## src/rtl/z80_bus_responder.sv

```systemverilog
// rtl/z80_bus_responder.sv - tv80s bus slave: decodes CPU strobes into single-cycle RAM/IO requests
module z80_bus_responder #(
    parameter logic [2:0] MEM_WAIT = 3'd0,
    parameter logic [2:0] IO_WAIT  = 3'd1,
    parameter logic [7:0] INTA_VEC = 8'hFF
) (
    input  logic        clk,
    input  logic        reset_n,
    input  logic [15:0] A,
    input  logic [7:0]  dout,
    input  logic        mreq_n,
    input  logic        iorq_n,
    input  logic        rd_n,
    input  logic        wr_n,
    input  logic        m1_n,
    input  logic        rfsh_n,
    output logic [7:0]  cpu_di,
    output logic        wait_n,
    output logic [15:0] ram_addr,
    output logic [7:0]  ram_wdata,
    output logic        ram_re,
    output logic        ram_we,
    input  logic [7:0]  ram_rdata,
    output logic [7:0]  io_addr,
    output logic [7:0]  io_wdata,
    output logic        io_rd,
    output logic        io_wr,
    input  logic [7:0]  io_rdata,
    output logic        bus_err
);

    typedef enum logic [1:0] {S_IDLE, S_ACCESS, S_WAIT, S_HOLD} state_t;

    state_t      state_q, state_d;
    logic [2:0]  cnt_q, cnt_d, n_q, n_d;
    logic        rd_mem_q, rd_mem_d, rd_io_q, rd_io_d;
    logic [7:0]  cpu_di_q, cpu_di_d;
    logic        wait_n_q, wait_n_d;
    logic [15:0] ram_addr_q, ram_addr_d;
    logic [7:0]  ram_wdata_q, ram_wdata_d, io_addr_q, io_addr_d, io_wdata_q, io_wdata_d;
    logic        ram_re_q, ram_re_d, ram_we_q, ram_we_d, io_rd_q, io_rd_d, io_wr_q, io_wr_d;
    logic        bus_err_q, bus_err_d;

    logic inta, mem_ok, memrd, memwr, io_ok, iord, iowr, clash, wait_done;

    // mreq_n and iorq_n both low outside INTA is a bus fault; it is served as an I/O cycle
    assign clash     = !mreq_n && !iorq_n && m1_n;
    assign inta      = !iorq_n && !m1_n;
    assign mem_ok    = !mreq_n && iorq_n && rfsh_n;
    assign memrd     = mem_ok && !rd_n;
    assign memwr     = mem_ok && rd_n && !wr_n;
    assign io_ok     = !iorq_n && m1_n;
    assign iord      = io_ok && !rd_n;
    assign iowr      = io_ok && rd_n && !wr_n;
    assign wait_done = ({1'b0, cnt_q} + 4'd1) >= {1'b0, n_q};

    always_comb begin
        state_d     = state_q;
        cnt_d       = cnt_q;
        n_d         = n_q;
        rd_mem_d    = rd_mem_q;
        rd_io_d     = rd_io_q;
        cpu_di_d    = cpu_di_q;
        wait_n_d    = wait_n_q;
        ram_addr_d  = ram_addr_q;
        ram_wdata_d = ram_wdata_q;
        io_addr_d   = io_addr_q;
        io_wdata_d  = io_wdata_q;
        ram_re_d    = 1'b0;
        ram_we_d    = 1'b0;
        io_rd_d     = 1'b0;
        io_wr_d     = 1'b0;
        bus_err_d   = bus_err_q | clash;

        case (state_q)
            S_IDLE: begin
                if (inta || memrd || memwr || iord || iowr) begin
                    state_d  = S_ACCESS;
                    cnt_d    = 3'd0;
                    n_d      = (memrd || memwr) ? MEM_WAIT : IO_WAIT;
                    wait_n_d = ((memrd || memwr) ? MEM_WAIT : IO_WAIT) == 3'd0;
                    rd_mem_d = memrd && !inta;
                    rd_io_d  = iord;
                    if (inta) begin
                        cpu_di_d = INTA_VEC;
                    end else if (memrd || memwr) begin
                        ram_addr_d = A;
                        ram_re_d   = memrd;
                        ram_we_d   = memwr;
                        if (memwr) ram_wdata_d = dout;
                    end else begin
                        io_addr_d = A[7:0];
                        io_rd_d   = iord;
                        io_wr_d   = iowr;
                        if (iowr) io_wdata_d = dout;
                    end
                end
            end
            S_ACCESS, S_WAIT: begin
                if (state_q == S_ACCESS) begin
                    if (rd_mem_q) cpu_di_d = ram_rdata;
                    if (rd_io_q)  cpu_di_d = io_rdata;
                end
                // wait_n releases on the edge that completes the N-th low cycle
                if (wait_done) begin
                    wait_n_d = 1'b1;
                    state_d  = S_HOLD;
                end else begin
                    cnt_d   = cnt_q + 3'd1;
                    state_d = S_WAIT;
                end
            end
            S_HOLD: begin
                if (mreq_n && iorq_n) state_d = S_IDLE;
            end
            default: state_d = S_IDLE;
        endcase
    end

    always_ff @(posedge clk or negedge reset_n) begin
        if (!reset_n) begin
            state_q     <= S_IDLE;
            cnt_q       <= 3'd0;
            n_q         <= 3'd0;
            rd_mem_q    <= 1'b0;
            rd_io_q     <= 1'b0;
            cpu_di_q    <= 8'hFF;
            wait_n_q    <= 1'b1;
            ram_addr_q  <= 16'h0000;
            ram_wdata_q <= 8'h00;
            io_addr_q   <= 8'h00;
            io_wdata_q  <= 8'h00;
            ram_re_q    <= 1'b0;
            ram_we_q    <= 1'b0;
            io_rd_q     <= 1'b0;
            io_wr_q     <= 1'b0;
            bus_err_q   <= 1'b0;
        end else begin
            state_q     <= state_d;
            cnt_q       <= cnt_d;
            n_q         <= n_d;
            rd_mem_q    <= rd_mem_d;
            rd_io_q     <= rd_io_d;
            cpu_di_q    <= cpu_di_d;
            wait_n_q    <= wait_n_d;
            ram_addr_q  <= ram_addr_d;
            ram_wdata_q <= ram_wdata_d;
            io_addr_q   <= io_addr_d;
            io_wdata_q  <= io_wdata_d;
            ram_re_q    <= ram_re_d;
            ram_we_q    <= ram_we_d;
            io_rd_q     <= io_rd_d;
            io_wr_q     <= io_wr_d;
            bus_err_q   <= bus_err_d;
        end
    end

    assign cpu_di    = cpu_di_q;
    assign wait_n    = wait_n_q;
    assign ram_addr  = ram_addr_q;
    assign ram_wdata = ram_wdata_q;
    assign ram_re    = ram_re_q;
    assign ram_we    = ram_we_q;
    assign io_addr   = io_addr_q;
    assign io_wdata  = io_wdata_q;
    assign io_rd     = io_rd_q;
    assign io_wr     = io_wr_q;
    assign bus_err   = bus_err_q;

endmodule

```

## config.mk

```make
export PLATFORM = sky130hd
export DESIGN_NAME = z80_bus_responder
export DESIGN_NICKNAME = d
export VERILOG_FILES = /design/src/rtl/z80_bus_responder.sv
export SDC_FILE = /design/constraint.sdc
export NUM_CORES = 1
export LEC_CHECK = 0
export ABC_CLOCK_PERIOD_IN_PS = 5700
export BUFFER_PORTS_ARGS = -buffer_cell sky130_fd_sc_hd__buf_2
export CAP_MARGIN = 20
export CORE_MARGIN = 2
export CORE_UTILIZATION = 50
export DETAILED_ROUTE_END_ITERATION = 6
export PLACE_DENSITY_LB_ADDON = 0.15
export SYNTH_ARGS = -nofsm -noshare
export SYNTH_HDL_FRONTEND = slang
export SYNTH_SLANG_ARGS = --single-unit
```

## constraint.sdc

```tcl
create_clock -name clk -period 5.7 [get_ports clk]
set_clock_uncertainty 0.15 [all_clocks]
set_input_delay 0.285 -clock clk [delete_from_list [all_inputs] [get_ports clk]]
set_output_delay 0.285 -clock clk [all_outputs]
set_load 0.05 [all_outputs]
```

==> out/summary.txt <==
status: complete, no violations
vias after detailed routing: 1898
Die H: 77.8 um
fin crit share: 0.431
Layout Nets: 358
first-pass GRT wire length: 9.25 mm
area grow syn2layout: 27.4%
CTS tree: yes
placed wire-length estimate: 3.96 mm
Buffers & Inverters on Critical Path: 1
Cell Area, Synth: 2730 um2
Seq/Total Area, Yosys: 0.573
number of distinct library cells after synthesis: 34
# placed instances: 363
Yosys Warn Count: 0
vias in the first global route: 1948
maximum VDD drop: 0.372 mV
Max Cap Viol: 0
Final Instance Count excl. Fillers: 379
Final Hold Fails: 0
IO Pins: 102
Async SR Flop Fraction: 1.00
Synthesized Nets: 251
worst-margin pin slew: 0.823 ns
die width: 77.8 um
Residual DRC: 0
largest net degree at the start of global routing: 63
family with the most delay on the worst path: simple AND/OR/NAND/NOR gates
Power Density: 597 nW/um2
fmax: 407 MHz
Critical Path AT: 2.56 ns
Final setup viols: 0
clock sink total: 62
fin crit period: 2.45 ns
Max Buffers Root-to-Sink: 2
leakage: 1.77 nW
number of synthesized flops with an enable pin: 0
worst path cell trace: inv_1, ha_1, nor2_1, nor4_4, mux2_2
total track usage: 0.198
filler cell count: 419
Die ar.: 6060 um2
Starting Density: 0.527
count of buffers from port buffering: 101
top_reg_cell synth: dfrtp_1
total CTS buffers: 9
hold slack final: 0.0268 ns
post_cts resized: 0
Final TNS setup: 0 ns
slowest stage delay, CP: 0.64 ns
Total Wirelength: 5.59 mm
critical path's slowest cell: ha_1
Core Region: 5170 um2
post-CTS setup buffer count: 0
Routed Antenna Nets: 0
Avg Cell Area, Syn: 13.8 um2
setup repair after global routing missed its margin: false
Root Buffer: clkbuf_8
wire per inst: 14.7 um
Ant. Diodes: 0
Rows: 26
max-slew violations: 0
initial antenna violation count: 0
CP required: 5.81 ns
via/cell ratio: 5.01
WS Path Type: register to register
H-tree depth: 3
maximum fanout along the worst path: 19
layout cells sized above 1: 0.592
Worst slew margin: 0.451
Mapped Cells: 198
worst skew pair latency: 0.33 ns
routability cong.: 0.793
crit end category: register
GR Overflow Total: 0
Iter 0 DRT Violations: 103
hold buffer count at CTS: 1
crit start category: register
worst hold path class: input pin to register
FF+latch count, synth: 62
clock-pin slew on the worst setup and hold paths: 0.07 ns
DR pass1 iterations: 4
==> state kept, by name, indices dropped and copies added (netlist names), 2 cells and up <==
signal     cells
ram_wdata      8
cnt_q          3
ram_addr      16
state_q        2
cpu_di         8
io_addr        8
io_wdata       8
==> power by group <==
group / switching, mW / internal [mW]
clock network: 0.161 / 0.210
logic: 0.700 / 0.313
registers: 0.0832 / 0.606
total: 0.944 / 1.13
==> stage by stage <==
stage               power [mW]  area [um2]  worst slack, ns  utilization
detailed placement        1.71        3270             3.25        0.633
global route              2.18        3470             3.06        0.672
finish                    2.07        3470             3.25        0.672
CTS                       2.09        3470             3.24        0.672
floorplan                 1.49        2730             3.73            -
global placement          1.70        3270             3.31        0.633
==> cells in the mapped netlist (4+ instances only) <==
cell | count | share of area
a31oi_1 | 4 | 0.0092
mux2_2 | 50 | 0.21
and2_1 | 4 | 0.0092
nand2_1 | 11 | 0.015
o21ai_0 | 5 | 0.0092
a21o_1 | 4 | 0.011
nor2_1 | 7 | 0.0096
dfstp_2 | 9 | 0.087
mux2i_1 | 8 | 0.029
dfrtp_1 | 53 | 0.49
ha_1 | 5 | 0.023
==> logic make-up (layout without fill, tap and decap cells) <==
logic type / count (synthesis) / in the layout / share of synthesized area
DFF: 62 / 62 / 0.573
muxes: 58 / 58 / 0.236
and+or+nand+nor: 40 / 40 / 0.0881
AOI/OAI and AO/OA: 22 / 22 / 0.0532
buffers and inverters: 10 / 121 / 0.0234
adders and majority gates: 5 / 5 / 0.0229
xor gates and xnor gates: 1 / 1 / 0.00321
==> final cells by class <==
class,instances,area [um2],area share
multi-input combinational,126,1100,0.317
clock inverter,4,47.5,0.0137
timing repair buffer,103,523,0.151
tap,70,87.6,0.0252
sequential,62,1560,0.450
clock buffer,11,141,0.0407
inverter,3,11.3,0.00324
==> cells in the final DEF, fill, tap and decap left out, types with 5 or more instances in the layout <==
| cell type | count |
|---|---|
| buf_2 | 101 |
| clkbuf_8 | 10 |
| dfrtp_1 | 53 |
| dfstp_2 | 9 |
| ha_1 | 5 |
| mux2_2 | 50 |
| mux2i_1 | 8 |
| nand2_1 | 11 |
| nor2_1 | 7 |
| o21ai_0 | 5 |
==> final timing paths <==
check | from | cells past startpoint | to | slack, ns
max | state_q[0] | 5 | cpu_di[4] | 3.25
min | A[14] | 2 | ram_addr[14] | 0.03
max reg2reg | state_q[0] | 5 | cpu_di[4] | 3.25
min reg2reg | bus_err | 1 | bus_err | 0.30
max in group asynchronous | reset_n | 3 | ram_addr[13] | 4.42
min in group asynchronous | reset_n | 3 | io_wr | 0.49
==> layer usage <==
metal,GRT usage,share of wire,routed length [um]
met1,0.253,0.44,2460
met5,0,0,0
met4,0.0911,0.013,70
met3,0.0558,0.073,407
met2,0.312,0.47,2650
Note: power is estimated with default switching activity, not from simulation.
